### config.mk
export PLATFORM = sky130hd
export DESIGN_NAME = apb_master_n
export DESIGN_NICKNAME = d
export VERILOG_FILES = /design/src/rtl/apb_pkg.sv /design/src/rtl/apb_addr_decoder.sv /design/src/rtl/apb_master_n.sv
export SDC_FILE = /design/constraint.sdc
export NUM_CORES = 1
export LEC_CHECK = 0
export ABC_AREA = 1
export CAP_MARGIN = 25
export CORE_AREA = 2 2 123 125
export DETAILED_ROUTE_END_ITERATION = 8
export DIE_AREA = 0 0 125 127
export MAX_ROUTING_LAYER = met4
export PLACE_DENSITY = 0.81
export SYNTH_ARGS = -nofsm -noshare
export SYNTH_HDL_FRONTEND = slang
export SYNTH_SLANG_ARGS = --single-unit
export TNS_END_PERCENT = 5
### constraint.sdc
create_clock -name PCLK -period 6.6 [get_ports PCLK]
set_clock_uncertainty 0.05 [all_clocks]
set_input_delay 0.99 -clock PCLK [delete_from_list [all_inputs] [get_ports PCLK]]
set_output_delay 0.99 -clock PCLK [all_outputs]
set_load 0.1 [all_outputs]
### src/rtl/apb_pkg.sv
// Shared types for the APB bridge master: FSM state encoding, error codes and
// the select-index width helper used by the master and its address decoder.
package apb_pkg;

  typedef enum logic [2:0] {
    IDLE   = 3'd0,
    SETUP  = 3'd1,
    ACCESS = 3'd2,
    ERR    = 3'd3,
    RESP   = 3'd4
  } apb_state_e;

  typedef logic [1:0] apb_err_t;

  localparam apb_err_t APB_ERR_NONE = 2'd0;
  localparam apb_err_t APB_ERR_SLV  = 2'd1;
  localparam apb_err_t APB_ERR_DEC  = 2'd2;
  localparam apb_err_t APB_ERR_TMO  = 2'd3;

  function automatic int unsigned idx_w(input int unsigned n);
    return (n > 1) ? $clog2(n) : 1;
  endfunction

endpackage

### src/rtl/apb_addr_decoder.sv
// Combinational slave-window decoder: equally sized regions starting at
// BASE_ADDR; the top of the window is exclusive.
module apb_addr_decoder
  import apb_pkg::*;
#(
  parameter int                NUM_SLV       = 4,
  parameter int                ADDR_W        = 32,
  parameter logic [ADDR_W-1:0] BASE_ADDR     = 32'h1000_0000,
  parameter int                SLV_SIZE_LOG2 = 12,
  parameter int                IDX_W         = idx_w(NUM_SLV)
) (
  input  logic [ADDR_W-1:0]  i_addr,
  output logic               o_hit,
  output logic [IDX_W-1:0]   o_idx,
  output logic [NUM_SLV-1:0] o_sel
);

  // One extra bit so the exclusive upper bound cannot wrap at the top of memory.
  localparam logic [ADDR_W:0] LO = {1'b0, BASE_ADDR};
  localparam logic [ADDR_W:0] HI = LO + ((ADDR_W+1)'(NUM_SLV) << SLV_SIZE_LOG2);

  logic [ADDR_W-1:0] w_off;

  assign o_hit = ({1'b0, i_addr} >= LO) && ({1'b0, i_addr} < HI);
  assign w_off = i_addr - BASE_ADDR;
  assign o_idx = IDX_W'(w_off >> SLV_SIZE_LOG2);

  always_comb begin
    o_sel = '0;
    if (o_hit) o_sel[o_idx] = 1'b1;
  end

endmodule

### src/rtl/apb_master_n.sv
// APB bridge master: valid/ready request in, one-cycle response pulse out,
// with PSTRB, PSLVERR propagation, decode-miss error and ACCESS timeout.
module apb_master_n
  import apb_pkg::*;
#(
  parameter int                NUM_SLV       = 4,
  parameter int                ADDR_W        = 32,
  parameter int                DATA_W        = 32,
  parameter logic [ADDR_W-1:0] BASE_ADDR     = 32'h1000_0000,
  parameter int                SLV_SIZE_LOG2 = 12,
  parameter int                TIMEOUT       = 16
) (
  input  logic                      PCLK,
  input  logic                      PRESET,
  output logic [ADDR_W-1:0]         PADDR,
  output logic                      PWRITE,
  output logic                      PENABLE,
  output logic [DATA_W-1:0]         PWDATA,
  output logic [DATA_W/8-1:0]       PSTRB,
  output logic [NUM_SLV-1:0]        PSEL,
  input  logic [NUM_SLV*DATA_W-1:0] PRDATA,
  input  logic [NUM_SLV-1:0]        PREADY,
  input  logic [NUM_SLV-1:0]        PSLVERR,
  input  logic                      req_valid,
  output logic                      req_ready,
  input  logic                      req_write,
  input  logic [ADDR_W-1:0]         req_addr,
  input  logic [DATA_W-1:0]         req_wdata,
  input  logic [DATA_W/8-1:0]       req_strb,
  output logic                      rsp_valid,
  output logic [DATA_W-1:0]         rsp_rdata,
  output logic                      rsp_err
);

  localparam int STRB_W = DATA_W / 8;
  localparam int IDX_W  = idx_w(NUM_SLV);
  localparam int TMO_W  = (TIMEOUT > 0) ? $clog2(TIMEOUT + 1) : 1;

  apb_state_e         r_state, w_state_nxt;
  logic               r_req_ready;
  logic [ADDR_W-1:0]  r_addr;
  logic               r_write;
  logic [DATA_W-1:0]  r_wdata;
  logic [STRB_W-1:0]  r_strb;
  logic [IDX_W-1:0]   r_idx;
  logic [NUM_SLV-1:0] r_sel;
  logic [TMO_W-1:0]   r_tmo_cnt;
  logic [DATA_W-1:0]  r_rdata;
  apb_err_t           r_err_code;

  logic               w_hit;
  logic [IDX_W-1:0]   w_idx;
  logic [NUM_SLV-1:0] w_sel;
  logic               w_accept;
  logic               w_pready;
  logic               w_pslverr;
  logic [DATA_W-1:0]  w_prdata;
  logic               w_tmo;

  apb_addr_decoder #(
    .NUM_SLV       (NUM_SLV),
    .ADDR_W        (ADDR_W),
    .BASE_ADDR     (BASE_ADDR),
    .SLV_SIZE_LOG2 (SLV_SIZE_LOG2),
    .IDX_W         (IDX_W)
  ) u_dec (
    .i_addr (req_addr),
    .o_hit  (w_hit),
    .o_idx  (w_idx),
    .o_sel  (w_sel)
  );

  // Only the latched slave's handshake and data are ever looked at.
  assign w_pready  = PREADY[r_idx];
  assign w_pslverr = PSLVERR[r_idx];
  assign w_prdata  = PRDATA[r_idx*DATA_W +: DATA_W];
  assign w_tmo     = (TIMEOUT != 0) && (r_tmo_cnt == TMO_W'(TIMEOUT));
  assign w_accept  = req_valid && r_req_ready;

  always_comb begin
    w_state_nxt = r_state;
    PSEL        = '0;
    PENABLE     = 1'b0;
    rsp_valid   = 1'b0;
    unique case (r_state)
      IDLE:   if (w_accept) w_state_nxt = w_hit ? SETUP : ERR;
      SETUP:  begin
        PSEL        = r_sel;
        w_state_nxt = ACCESS;
      end
      ACCESS: begin
        PSEL    = r_sel;
        PENABLE = 1'b1;
        if (w_pready || w_tmo) w_state_nxt = RESP;
      end
      ERR:    w_state_nxt = RESP;
      RESP:   begin
        rsp_valid   = 1'b1;
        w_state_nxt = IDLE;
      end
      default: w_state_nxt = IDLE;
    endcase
  end

  always_ff @(posedge PCLK or posedge PRESET) begin
    if (PRESET) begin
      r_state     <= IDLE;
      r_req_ready <= 1'b0;
      r_addr      <= '0;
      r_write     <= 1'b0;
      r_wdata     <= '0;
      r_strb      <= '0;
      r_idx       <= '0;
      r_sel       <= '0;
      r_tmo_cnt   <= '0;
      r_rdata     <= '0;
      r_err_code  <= APB_ERR_NONE;
    end else begin
      r_state     <= w_state_nxt;
      r_req_ready <= (w_state_nxt == IDLE);
      if (w_accept) begin
        r_addr  <= req_addr;
        r_write <= req_write;
        r_wdata <= req_write ? req_wdata : '0;
        r_strb  <= req_write ? req_strb : '0;
        r_idx   <= w_idx;
        r_sel   <= w_sel;
      end
      if (r_state == SETUP) r_tmo_cnt <= '0;
      else if (r_state == ACCESS && !w_pready) r_tmo_cnt <= r_tmo_cnt + TMO_W'(1);
      // PREADY is checked first so a ready arriving on the timeout cycle still completes.
      case (r_state)
        ACCESS: begin
          if (w_pready) begin
            r_rdata    <= (!r_write && !w_pslverr) ? w_prdata : '0;
            r_err_code <= w_pslverr ? APB_ERR_SLV : APB_ERR_NONE;
          end else if (w_tmo) begin
            r_rdata    <= '0;
            r_err_code <= APB_ERR_TMO;
          end
        end
        ERR: begin
          r_rdata    <= '0;
          r_err_code <= APB_ERR_DEC;
        end
        default: ;
      endcase
    end
  end

  assign req_ready = r_req_ready;
  assign PADDR     = r_addr;
  assign PWRITE    = r_write;
  assign PWDATA    = r_wdata;
  assign PSTRB     = r_strb;
  assign rsp_rdata = r_rdata;
  assign rsp_err   = (r_err_code != APB_ERR_NONE);

endmodule

After elaboration in Yosys (flattened, before gate mapping) --
Cells that the tools add are included.
Word-level totals: register bits 118, input port bits 208, output and inout bits 109, word-level logic and storage cells 67
Operators by class: shifts and indexed selects 1, eq/ne operators 6, add/subtract/negate cells 2, mux-type cells 26, reductions and logical operators 16, $lt $le $gt $ge 5
Operators by type and width (count):
- 2-to-1 mux 32 bit | 4
- indexed part select 128 x 8 -> 32 bit | 1
- one-hot mux 32 bit (2 select lines) | 1
- >= comparator 32 x 29 -> 1 bit (second input constant) | 1
- < comparator 32 x 29 -> 1 bit (second input constant) | 1
- subtractor 14 x 1 -> 14 bit (second input constant) | 1
- 2-to-1 mux 4 bit | 3
- one-hot mux 3 bit (4 select lines) | 1
- 2-to-1 mux 5 bit | 2
- equality test 3 x 2 -> 1 bit (second input constant) | 2
- zero test 3 bit | 2
- < comparator 2 x 3 -> 1 bit (second input constant) | 2
- 2-to-1 mux 1 bit | 6
- 2-to-1 mux 2 bit | 3
- 2-to-1 mux 3 bit | 2
- nonzero test 2 bit | 3
- adder 5 x 1 -> 5 bit (second input constant) | 1
- equality test 5 bit (second input constant) | 1
- logical AND 1 bit | 5
- binary-select mux 1 bit (select 2 bit) | 2
- one-hot mux 2 bit (2 select lines) | 1
- equality test 3 x 1 -> 1 bit (second input constant) | 1
- equality test 3 bit (second input constant) | 1
- zero test 1 bit | 3
- 6 further kinds | 6

Logic depth before layout (Yosys ltp) --
Gate-level depths: netlist (run 1).
depth in word-level cells 7, depth in mapped cells 9, mapped depth without buffers 9

Hierarchy --
A second synthesis (run 1) with hierarchy kept.
Second synthesis, totals: cells, all modules 800, area total of the unflattened synthesis 5970.7 sq um
By module, submodules not included:
- apb_master_n | instances 1, seq. area each 2952.8 sq um, area each 5834.3 sq um, cells an instance 770
- apb_addr_decoder | instances 1, seq. area each 0.0 sq um, area each 136.4 sq um, cells an instance 30

Worst setup path after synthesis (run 1) --
No wires, ideal clock.
path type register to output, from register r_state[2], to output PSEL[0], setup slack 3.458 ns, cell stages (with the launch flop) 6, data arrival time 2.102 ns, data required time 5.560 ns, path buffers 0, cell sequence dfrtp_1 -> inv_1 -> nand3_1 -> nand2_1 -> inv_1 -> nor2_1
On the way: word-level cells in the longest chain between the ends 3
RTL lines:
- from (decl) | RTL line apb_master_n.sv:39 | apb_state_e r_state, w_state_nxt;
- from (signal assigned) | RTL line apb_master_n.sv:119 | r_state <= w_state_nxt;
- equality test 3 x 1 -> 1 bit or equality test 3 x 2 -> 1 bit (tied branches) | RTL line apb_master_n.sv:85 | unique case (r_state)
- OR reduction 2 bit (no line) *
- 2-to-1 mux 4 bit * | RTL line apb_master_n.sv:85
- to (decl) | RTL line apb_master_n.sv:20 | output logic [NUM_SLV-1:0] PSEL,
Mark *: on every way between the ends. The rest lies on a longest branch, timed or not.

Final worst setup path (run 1) --
from register r_state[2], to output PSEL[2]
The elaborated chain is that of the path after synthesis.

==> results of run 1 <==
## registers in the layout, summed over array words and instances (netlist names)
register	cells
PWRITE	1
rsp_rdata	32
r_tmo_cnt	5
r_err_code	2
r_state	3
PWDATA	32
PSTRB	4
r_sel	4
PADDR	32
req_ready	1
## path summary, 6_finish.rpt
kind	end	cells past startpoint
min in group asynchronous	rsp_rdata[17]$_DFFE_PP0P_	2
hold reg to reg	rsp_rdata[18]$_DFFE_PP0P_	2
max in group asynchronous	PADDR[12]$_DFFE_PP0P_	3
setup reg to reg	rsp_rdata[10]$_DFFE_PP0P_	7
hold / removal	rsp_rdata[18]$_DFFE_PP0P_	2
setup / recovery	PSEL[2]	6
## cell families after synthesis
group                    after synthesis  synth area share
buffers and inverters                 80            0.0639
XOR/XNOR                               3           0.00461
adder cells (fa/ha/maj)                2           0.00439
AO/OA/AOI/OAI                        149             0.140
AND/OR/NAND/NOR                      391             0.278
flip-flops                           116             0.509
## synthesized netlist by cell type (3+ instances only)
library cell  instances
buf_1                 3
dfrtp_1             116
nand3_2               3
xor2_1                3
o22ai_1              33
buf_4                 5
nand2_1             253
o21ai_0             113
clkbuf_1             24
nor2_1               79
buf_6                 4
inv_1                30
nand3_1              46
buf_2                12
nand4_1               3
## area by class of cell
cell class | instances | area [um^2] | share of cell area
repair buffers | 323 | 3240 | 0.338
flip-flops and latches | 116 | 2900 | 0.303
multi-input cells | 545 | 2440 | 0.255
clock buffers | 19 | 443 | 0.0463
well taps | 184 | 230 | 0.0240
clock inverters | 13 | 198 | 0.0206
inverters | 32 | 123 | 0.0128
## metal layers
metal	vias to the layer above	part of all wire	global-route usage
met3	24	0.092	0.0791
met5	-	0	-
met4	0	0.015	0.0686
li1	3001	-	-
met1	2868	0.40	0.306
met2	281	0.49	0.429
## worst min-delay path: stages (launching register included)
cell and delay (ns):
dfrtp_1 0.34, nand2_1 0.05, nand2_1 0.05
## metrics by stage
stage | worst slack (ns) | utilization | hold WS [ns] | cells
finish | 2.87 | 0.664 | 0.418 | 1232
global route | 2.65 | 0.664 | 0.442 | 1232
CTS | 2.83 | 0.662 | 0.423 | 1231
detailed placement | 3.02 | 0.617 | 0.410 | 1199
global placement | 3.03 | 0.617 | 0.404 | 1199
floorplan | 2.49 | - | 0.395 | 741
==> results.tsv, run 1 <==
stage	metric	value	unit
status	status	complete, no violations	
setup_path	cp-end-kind	primary output	
detailed_routing	route.detailed.drc	0	
cts	post-cts-setup-buffers	0	
grt	grt_pass1_wl	31.6	mm
hold_path	worstHoldPathType	reg2reg	
detailed_routing	firstDrtPassIters	6	
setup_path	cpMostUsedCell	inv_1	
die	dieWidth	125	um
yosys	synthDistinctLibCells	25	
cells_and_area	layout_commonest_cell	clkdlybuf4s50_1	
setup_path	reg2reg_slack	3.82	ns
cts	path_clk_slew	0.05	ns
detailed_routing	detail_route.vias_per_cell	5.01	
cts	cts_htree_levels	4	
die	coreArea	14400	um^2
grt	grt_max_degree	118	
cts	hold_buffers	0	
setup_path	path_cells	inv_1 > nand3_1 > nand2_1 > inv_1 > nor2_1 > clkdlybuf4s50_1	
setup_path	critPathTopFamily	buffers and inverters	
yosys	synth_area_leaders	dfrtp_1 (51%), nand2_1 (17%), o21ai_0 (9.9%), nor2_1 (5.2%), nand3_1 (4.0%)	
cells_and_area	final_net_count	1245	
yosys	synth_seq_area_share	0.509	
grt	grt_pass1_vias	6055	
timing	tns	0	ns
timing	layout_min_cycle_time	3.73	ns
yosys	synth_top_area_frac	0.509	
setup_path	cp-start-kind	flop	
cells_and_area	final_area	9570	um^2
cts	post_cts_resized	0	
setup_path	startpoint	r_state[2]$_DFF_PP0_	
yosys	synth_edf_count	0	
die	die_h	127	um
setup_path	crit_path_top_delay_cell	clkdlybuf4s50_1	
timing	period_share	0.565	
grt	antenna_found_initial	0	
cells_and_area	nFillCells	1212	
cts	clk_latency	0.41	ns
timing	worst_pin_slew	1.06	ns
detailed_routing	antenna_left	0	
timing	finalSetupViolations	0	
die	rows	44	
hold_path	min_from	rsp_rdata[18]$_DFFE_PP0P_	
timing	finalMaxSlewViolations	0	
grt	grt.total_usage	0.257	
yosys	synth_async_sr_flop_share	1.00	
cells_and_area	final_cell_mix	clkdlybuf4s50_1 (316), nand2_1 (252), dfrtp_1 (115)	
yosys	synthesis.nets	951	
flow_run	maxCapViolations	0	
detailed_routing	via_count	6174	
yosys	syn_inst	741	
yosys	yosys_register_bits	116	
cells_and_area	drive_gt1_frac	0.0496	
cts	cts_tree	done	
die	die_area	15900	um^2
detailed_routing	drt_iter0_drc	334	
placed_design	place_area	8910	um^2
cells_and_area	area_growth	68.0	%
detailed_routing	wl	20.0	mm
placed_design	portBuffers	316	
cts	cts-buffers-inserted	17	
yosys	syn_area	5700	um^2
setup_path	worst_ep_required_time	5.56	ns
setup_path	crit_fanout	9	
setup_path	critical_path_class	reg2out	
placed_design	dp_hpwl	14.2	mm
cts	clockRootBuffer	clkbuf_16	
yosys	ys.flop_type	dfrtp_1	
yosys	syn_avg_cell_area	7.69	um^2
cells_and_area	diodes	0	
placed_design	gp_congestion	0.851	
die	initial_utilization	0.395	
timing	maxSlewHeadroom	0.288	
timing	hold_violations	0	
cts	cts.sinks	116	
timing	fmax	0.268	GHz
grt	grt-ovfl-total	0	
cts	clockBufferDepth	2	
die	boundaryPins	317	
setup_path	crit-reg2reg-launch	PADDR[12]$_DFFE_PP0P_	
setup_path	slowest_delay	1.14	ns
yosys	ys.warnings.count	0	
detailed_routing	routedWlPerCell	16.2	um
setup_path	crit_buf_inv	3	
yosys	yosysTopAreaCell	dfrtp_1	
setup_path	arrival	2.69	ns
timing	rsz0062_at_grt	no	
Power of run 1 is not shown: default switching activity piles up to over one toggle a cycle in this logic, so the estimate is an artifact.
==> run 2: changes to the inputs <==
--- a/config.mk
+++ b/config.mk
@@ -7,11 +7,10 @@
 export LEC_CHECK = 0
 export ABC_AREA = 1
 export CAP_MARGIN = 25
-export CORE_AREA = 2 2 123 125
+export CORE_UTILIZATION = 39
 export DETAILED_ROUTE_END_ITERATION = 8
-export DIE_AREA = 0 0 125 127
 export MAX_ROUTING_LAYER = met4
-export PLACE_DENSITY = 0.81
+export PLACE_DENSITY = 0.8
 export SYNTH_ARGS = -nofsm -noshare
 export SYNTH_HDL_FRONTEND = slang
 export SYNTH_SLANG_ARGS = --single-unit
==> constraint.sdc (replaced) <==
create_clock -name PCLK -period 3.9 [get_ports PCLK]
set_clock_uncertainty 0.05 [all_clocks]
set_input_delay 0.585 -clock PCLK [delete_from_list [all_inputs] [get_ports PCLK]]
set_output_delay 0.585 -clock PCLK [all_outputs]
set_load 0.1 [all_outputs]
==> run 2 against run 1 <==
  * First-iteration DRC count is 2.1% lower
  * Setup slack worse by 1.8 ns
  * Cell count is 0.57% lower
  * Final area is 0.85% lower
  * Register-to-register slack worse by 2.3 ns
  * Sequential share of layout area is 0.26 points higher
  * Wire length is 3.2% lower
==> results.tsv, run 2 (synthesis gave the netlist of run 1 again) <==
stage	metric	value	unit
placed_design	portBuffers	316	
die	dieWidth	123	um
cells_and_area	area_growth	66.5	%
die	initial_utilization	0.404	
detailed_routing	wl	19.4	mm
cts	clk_latency	0.40	ns
hold_path	worstHoldPathType	reg2reg	
timing	finalMaxSlewViolations	0	
status	status	complete, no violations	
cells_and_area	instances_no_fill	1225	
setup_path	worstRegToRegCells	7	
timing	maxSlewHeadroom	0.294	
detailed_routing	routedWlPerCell	15.8	um
placed_design	gp_congestion	0.860	
setup_path	arrival	2.23	ns
cts	cts_htree_levels	4	
detailed_routing	firstDrtPassIters	6	
timing	fmax	0.350	GHz
hold_path	min_path_cells	2	
die	die_area	15100	um^2
die	boundaryPins	317	
detailed_routing	route.detailed.drc	0	
grt	grt-ovfl-total	0	
grt	antenna_found_initial	0	
detailed_routing	antenna_left	0	
timing	layout_min_cycle_time	2.86	ns
grt	grt.total_usage	0.259	
timing	rsz0062_at_grt	no	
setup_path	cp-start-kind	flop	
detailed_routing	drt_iter0_drc	327	
grt	grt_max_degree	71	
grt	grt_pass1_wl	28.9	mm
die	die_h	123	um
cells_and_area	multi_input_comb_area	2440	um^2
setup_path	cp-end-kind	primary output	
cts	clockRootBuffer	clkbuf_16	
cells_and_area	ff_latch_area	2900	um^2
cells_and_area	final_cell_mix	clkdlybuf4s50_1 (310), nand2_1 (252), dfrtp_1 (115)	
cts	hold_buffers	0	
cells_and_area	final_net_count	1244	
setup_path	critical_path_class	reg2out	
cells_and_area	drive_gt1_frac	0.0517	
cts	post_cts_resized	0	
die	rows	43	
cts	clockBufferDepth	2	
placed_design	dp_hpwl	14.2	mm
cts	cts-buffers-inserted	17	
placed_design	placed_cells_incl_taps	1195	
timing	finalSetupViolations	0	
grt	grt_pass1_vias	5793	
timing	period_share	0.733	
detailed_routing	detail_route.vias_per_cell	4.96	
cells_and_area	diodes	0	
detailed_routing	via_count	6073	
timing	hold_violations	0	
setup_path	worst_ep_required_time	3.26	ns
cts	path_clk_slew	0.05	ns
timing	tns	0	ns
cts	post-cts-setup-buffers	0	
cts	cts_tree	done	
cells_and_area	layout_commonest_cell	clkdlybuf4s50_1	
cells_and_area	nFillCells	1215	
setup_path	crit_fanout	3	
cts	cts.sinks	116	
timing	worst_pin_slew	1.06	ns
die	coreArea	14100	um^2
flow_run	maxCapViolations	0	
[run 2: cell count changes in the layout (fill, tap and decap cells not counted), sizes merged]
cell,before,now
clkdlybuf4s50,316,310
inv,35,32
clkinv,5,6
buf,7,12
[run 2: final cells by class]
| class | instances | share of cell area |
|---|---|---|
| inverter | 32 | 0.0129 |
| multi-input combinational | 545 | 0.257 |
| clock buffer | 19 | 0.0456 |
| tap | 180 | 0.0237 |
| clock inverter | 11 | 0.0170 |
| timing repair buffer | 322 | 0.338 |
| sequential | 116 | 0.306 |
[run 2: path summary, 6_finish.rpt]
kind	endpoint	from	slack, ns
min in group asynchronous	rsp_rdata[11]$_DFFE_PP0P_	PRESET	0.62
max in group asynchronous	PADDR[27]$_DFFE_PP0P_	PRESET	2.37
worst min register to register	rsp_rdata[19]$_DFFE_PP0P_	rsp_rdata[19]$_DFFE_PP0P_	0.42
worst max-delay path	rsp_valid	r_state[0]$_DFF_PP0_	1.04
worst max register to register	rsp_rdata[4]$_DFFE_PP0P_	PADDR[12]$_DFFE_PP0P_	1.48
worst min-delay path	rsp_rdata[19]$_DFFE_PP0P_	rsp_rdata[19]$_DFFE_PP0P_	0.42
[run 2: metrics by stage]
| stage | setup slack [ns] | util | hold WS, ns | area, um^2 |
|---|---|---|---|---|
| 2_1_floorplan | 0.193 | - | 0.395 | 5700 |
| 3_3_place_gp | 1.21 | 0.631 | 0.403 | 8900 |
| 3_5_place_dp | 1.15 | 0.631 | 0.407 | 8900 |
| 4_1_cts | 1.02 | 0.673 | 0.421 | 9490 |
| 5_1_grt | 0.969 | 0.673 | 0.448 | 9490 |
| 6_report | 1.04 | 0.673 | 0.416 | 9490 |
[run 2: critical path, stage by stage (launching register included)]
cell	delay, ns
dfrtp_1	0.39
nor2_1	0.11
inv_1	0.06
nor2_1	0.08
clkdlybuf4s50_1	1.17
[run 2: per-layer routing]
layer | wire, um | global-route usage | vias to the layer above
met2 | 9380 | 0.431 | 254
met1 | 7710 | 0.295 | 2786
li1 | - | - | 2992
met3 | 1690 | 0.0789 | 41
met5 | 0 | - | -
met4 | 571 | 0.0945 | 0
Power of run 2 is left out for the same reason.
==> run 3: changes to the inputs <==
--- a/config.mk
+++ b/config.mk
@@ -7,10 +7,10 @@
 export LEC_CHECK = 0
 export ABC_AREA = 1
 export CAP_MARGIN = 25
-export CORE_UTILIZATION = 39
+export CORE_UTILIZATION = 35
 export DETAILED_ROUTE_END_ITERATION = 8
 export MAX_ROUTING_LAYER = met4
-export PLACE_DENSITY = 0.8
+export PLACE_DENSITY = 0.76
 export SYNTH_ARGS = -nofsm -noshare
 export SYNTH_HDL_FRONTEND = slang
 export SYNTH_SLANG_ARGS = --single-unit
==> constraint.sdc (replaced) <==
create_clock -name PCLK -period 2.6 [get_ports PCLK]
set_clock_uncertainty 0.05 [all_clocks]
set_input_delay 0.39 -clock PCLK [delete_from_list [all_inputs] [get_ports PCLK]]
set_output_delay 0.39 -clock PCLK [all_outputs]
set_load 0.1 [all_outputs]
==> run 3 against run 2 <==
  * Sequential cell count unchanged
  * Final area shrank 0.42%
  * Sequential share of layout area grew 0.13 points
  * Worst hold slack worse by 0.050 ns
  * Critical endpoint is now PSEL[2]
  * Wire length increased by 0.59%
==> results.tsv, run 3 (synthesis gave the netlist of run 1 again) <==
stage	metric	value	unit
cells_and_area	layout_commonest_cell	nand2_1	
timing	rsz0062_at_grt	no	
die	dieWidth	130	um
grt	grt_pass1_vias	5980	
flow_run	maxCapViolations	0	
timing	worst_pin_slew	0.641	ns
cells_and_area	utilization	0.595	
cts	cts_htree_levels	4	
hold_path	worstHoldPathType	in2async	
placed_design	portBuffers	316	
die	coreArea	15900	um^2
detailed_routing	antenna_left	0	
cells_and_area	drive_gt1_frac	0.158	
detailed_routing	detail_route.vias_per_cell	4.83	
setup_path	r2r-end	rsp_rdata[6]$_DFFE_PP0P_	
die	initial_utilization	0.359	
cells_and_area	diodes	0	
die	rows	46	
setup_path	worst_ep_required_time	2.16	ns
setup_path	cp-start-kind	flop	
grt	grt-ovfl-total	0	
detailed_routing	firstDrtPassIters	4	
grt	grt_max_degree	77	
cells_and_area	final_net_count	1254	
cts	cts.sinks	116	
setup_path	reg2reg_slack	0.71	ns
cts	post_cts_resized	0	
placed_design	dp_hpwl	14.4	mm
cts	clk_latency	0.41	ns
timing	finalSetupViolations	0	
setup_path	worstRegToRegCells	6	
die	die_h	130	um
grt	grt_pass1_wl	29.9	mm
timing	period_share	0.877	
detailed_routing	drt_iter0_drc	227	
timing	maxSlewHeadroom	0.572	
setup_path	crit-reg2reg-launch	PADDR[12]$_DFFE_PP0P_	
timing	finalMaxSlewViolations	0	
setup_path	cp-end-kind	primary output	
cts	cts-buffers-inserted	17	
cells_and_area	nFillCells	1480	
grt	antenna_found_initial	0	
setup_path	critical_path_class	reg2out	
timing	hold_violations	0	
cells_and_area	final_cell_mix	nand2_1 (252), clkdlybuf4s50_1 (207), buf_4 (116)	
detailed_routing	route.detailed.drc	0	
cts	path_clk_slew	0.05	ns
detailed_routing	via_count	6140	
timing	layout_min_cycle_time	2.28	ns
placed_design	gp_congestion	0.842	
detailed_routing	routedWlPerCell	15.3	um
die	die_area	16800	um^2
cells_and_area	area_growth	65.8	%
cts	clockBufferDepth	2	
setup_path	arrival	1.84	ns
setup_path	crit_fanout	9	
detailed_routing	wl	19.5	mm
status	status	complete, no violations	
cts	cts_tree	done	
grt	grt.total_usage	0.240	
cts	hold_buffers	0	
cts	clockRootBuffer	clkbuf_16	
die	boundaryPins	317	
cts	post-cts-setup-buffers	0	
timing	fmax	0.438	GHz
timing	tns	0	ns
## run 3: cell count changes in the layout (fill, tap and decap cells not counted)
cell             change
clkdlybuf4s50_1    -103
clkinvlp_4           +4
clkinv_4             -1
inv_4                -1
buf_12               +8
clkinv_2             -3
buf_4              +105
clkbuf_8             +2
bufinv_16            -1
## run 3: cell type report
| type | count | area (um^2) | area share |
|---|---|---|---|
| Inverter | 32 | 124 | 0.0131 |
| Multi-Input combinational cell | 545 | 2440 | 0.258 |
| Sequential cell | 116 | 2900 | 0.307 |
| Tap cell | 216 | 270 | 0.0286 |
| Clock buffer | 21 | 460 | 0.0487 |
| Timing Repair Buffer | 332 | 3120 | 0.330 |
| Clock inverter | 9 | 130 | 0.0138 |
## run 3: worst max-delay path by stage
stage                    startpoint  slack [ns]  depth (start not counted)                   end
6_report       r_state[2]$_DFF_PP0_        0.32                          6               PSEL[2]
2_1_floorplan  r_state[2]$_DFF_PP0_        0.06                          5               PSEL[0]
3_3_place_gp              req_valid        0.73                          6  PADDR[9]$_DFFE_PP0P_
4_1_cts        r_state[2]$_DFF_PP0_        0.27                          6               PSEL[2]
5_1_grt        r_state[2]$_DFF_PP0_         0.1                          6               PSEL[1]
3_5_place_dp              req_valid        0.70                          6  PADDR[7]$_DFFE_PP0P_
## run 3: through the flow
step / instance area [um^2] / hold slack (ns) / cells / setup slack (ns)
final: 9450 / 0.366 / 1271 / 0.319
after global routing: 9450 / 0.399 / 1271 / 0.0997
after CTS: 9450 / 0.378 / 1271 / 0.273
after detailed placement: 8860 / 0.411 / 1241 / 0.704
after global placement: 8860 / 0.406 / 1241 / 0.730
after floorplan: 5700 / 0.395 / 741 / 0.0581
## run 3: metal layers
metal  part of all wire  track usage
met5                  0            -
met4              0.026       0.0958
met3              0.095       0.0756
met1               0.39        0.265
met2               0.49        0.404
## run 3: worst max-delay path, stage by stage, from the launching register on
cell and delay, ns:
dfrtp_1 0.40, inv_1 0.08, nand3_1 0.23, nand2_1 0.18
inv_1 0.11, nor2_1 0.22, buf_12 0.21
Power of run 3 is left out for the same reason.
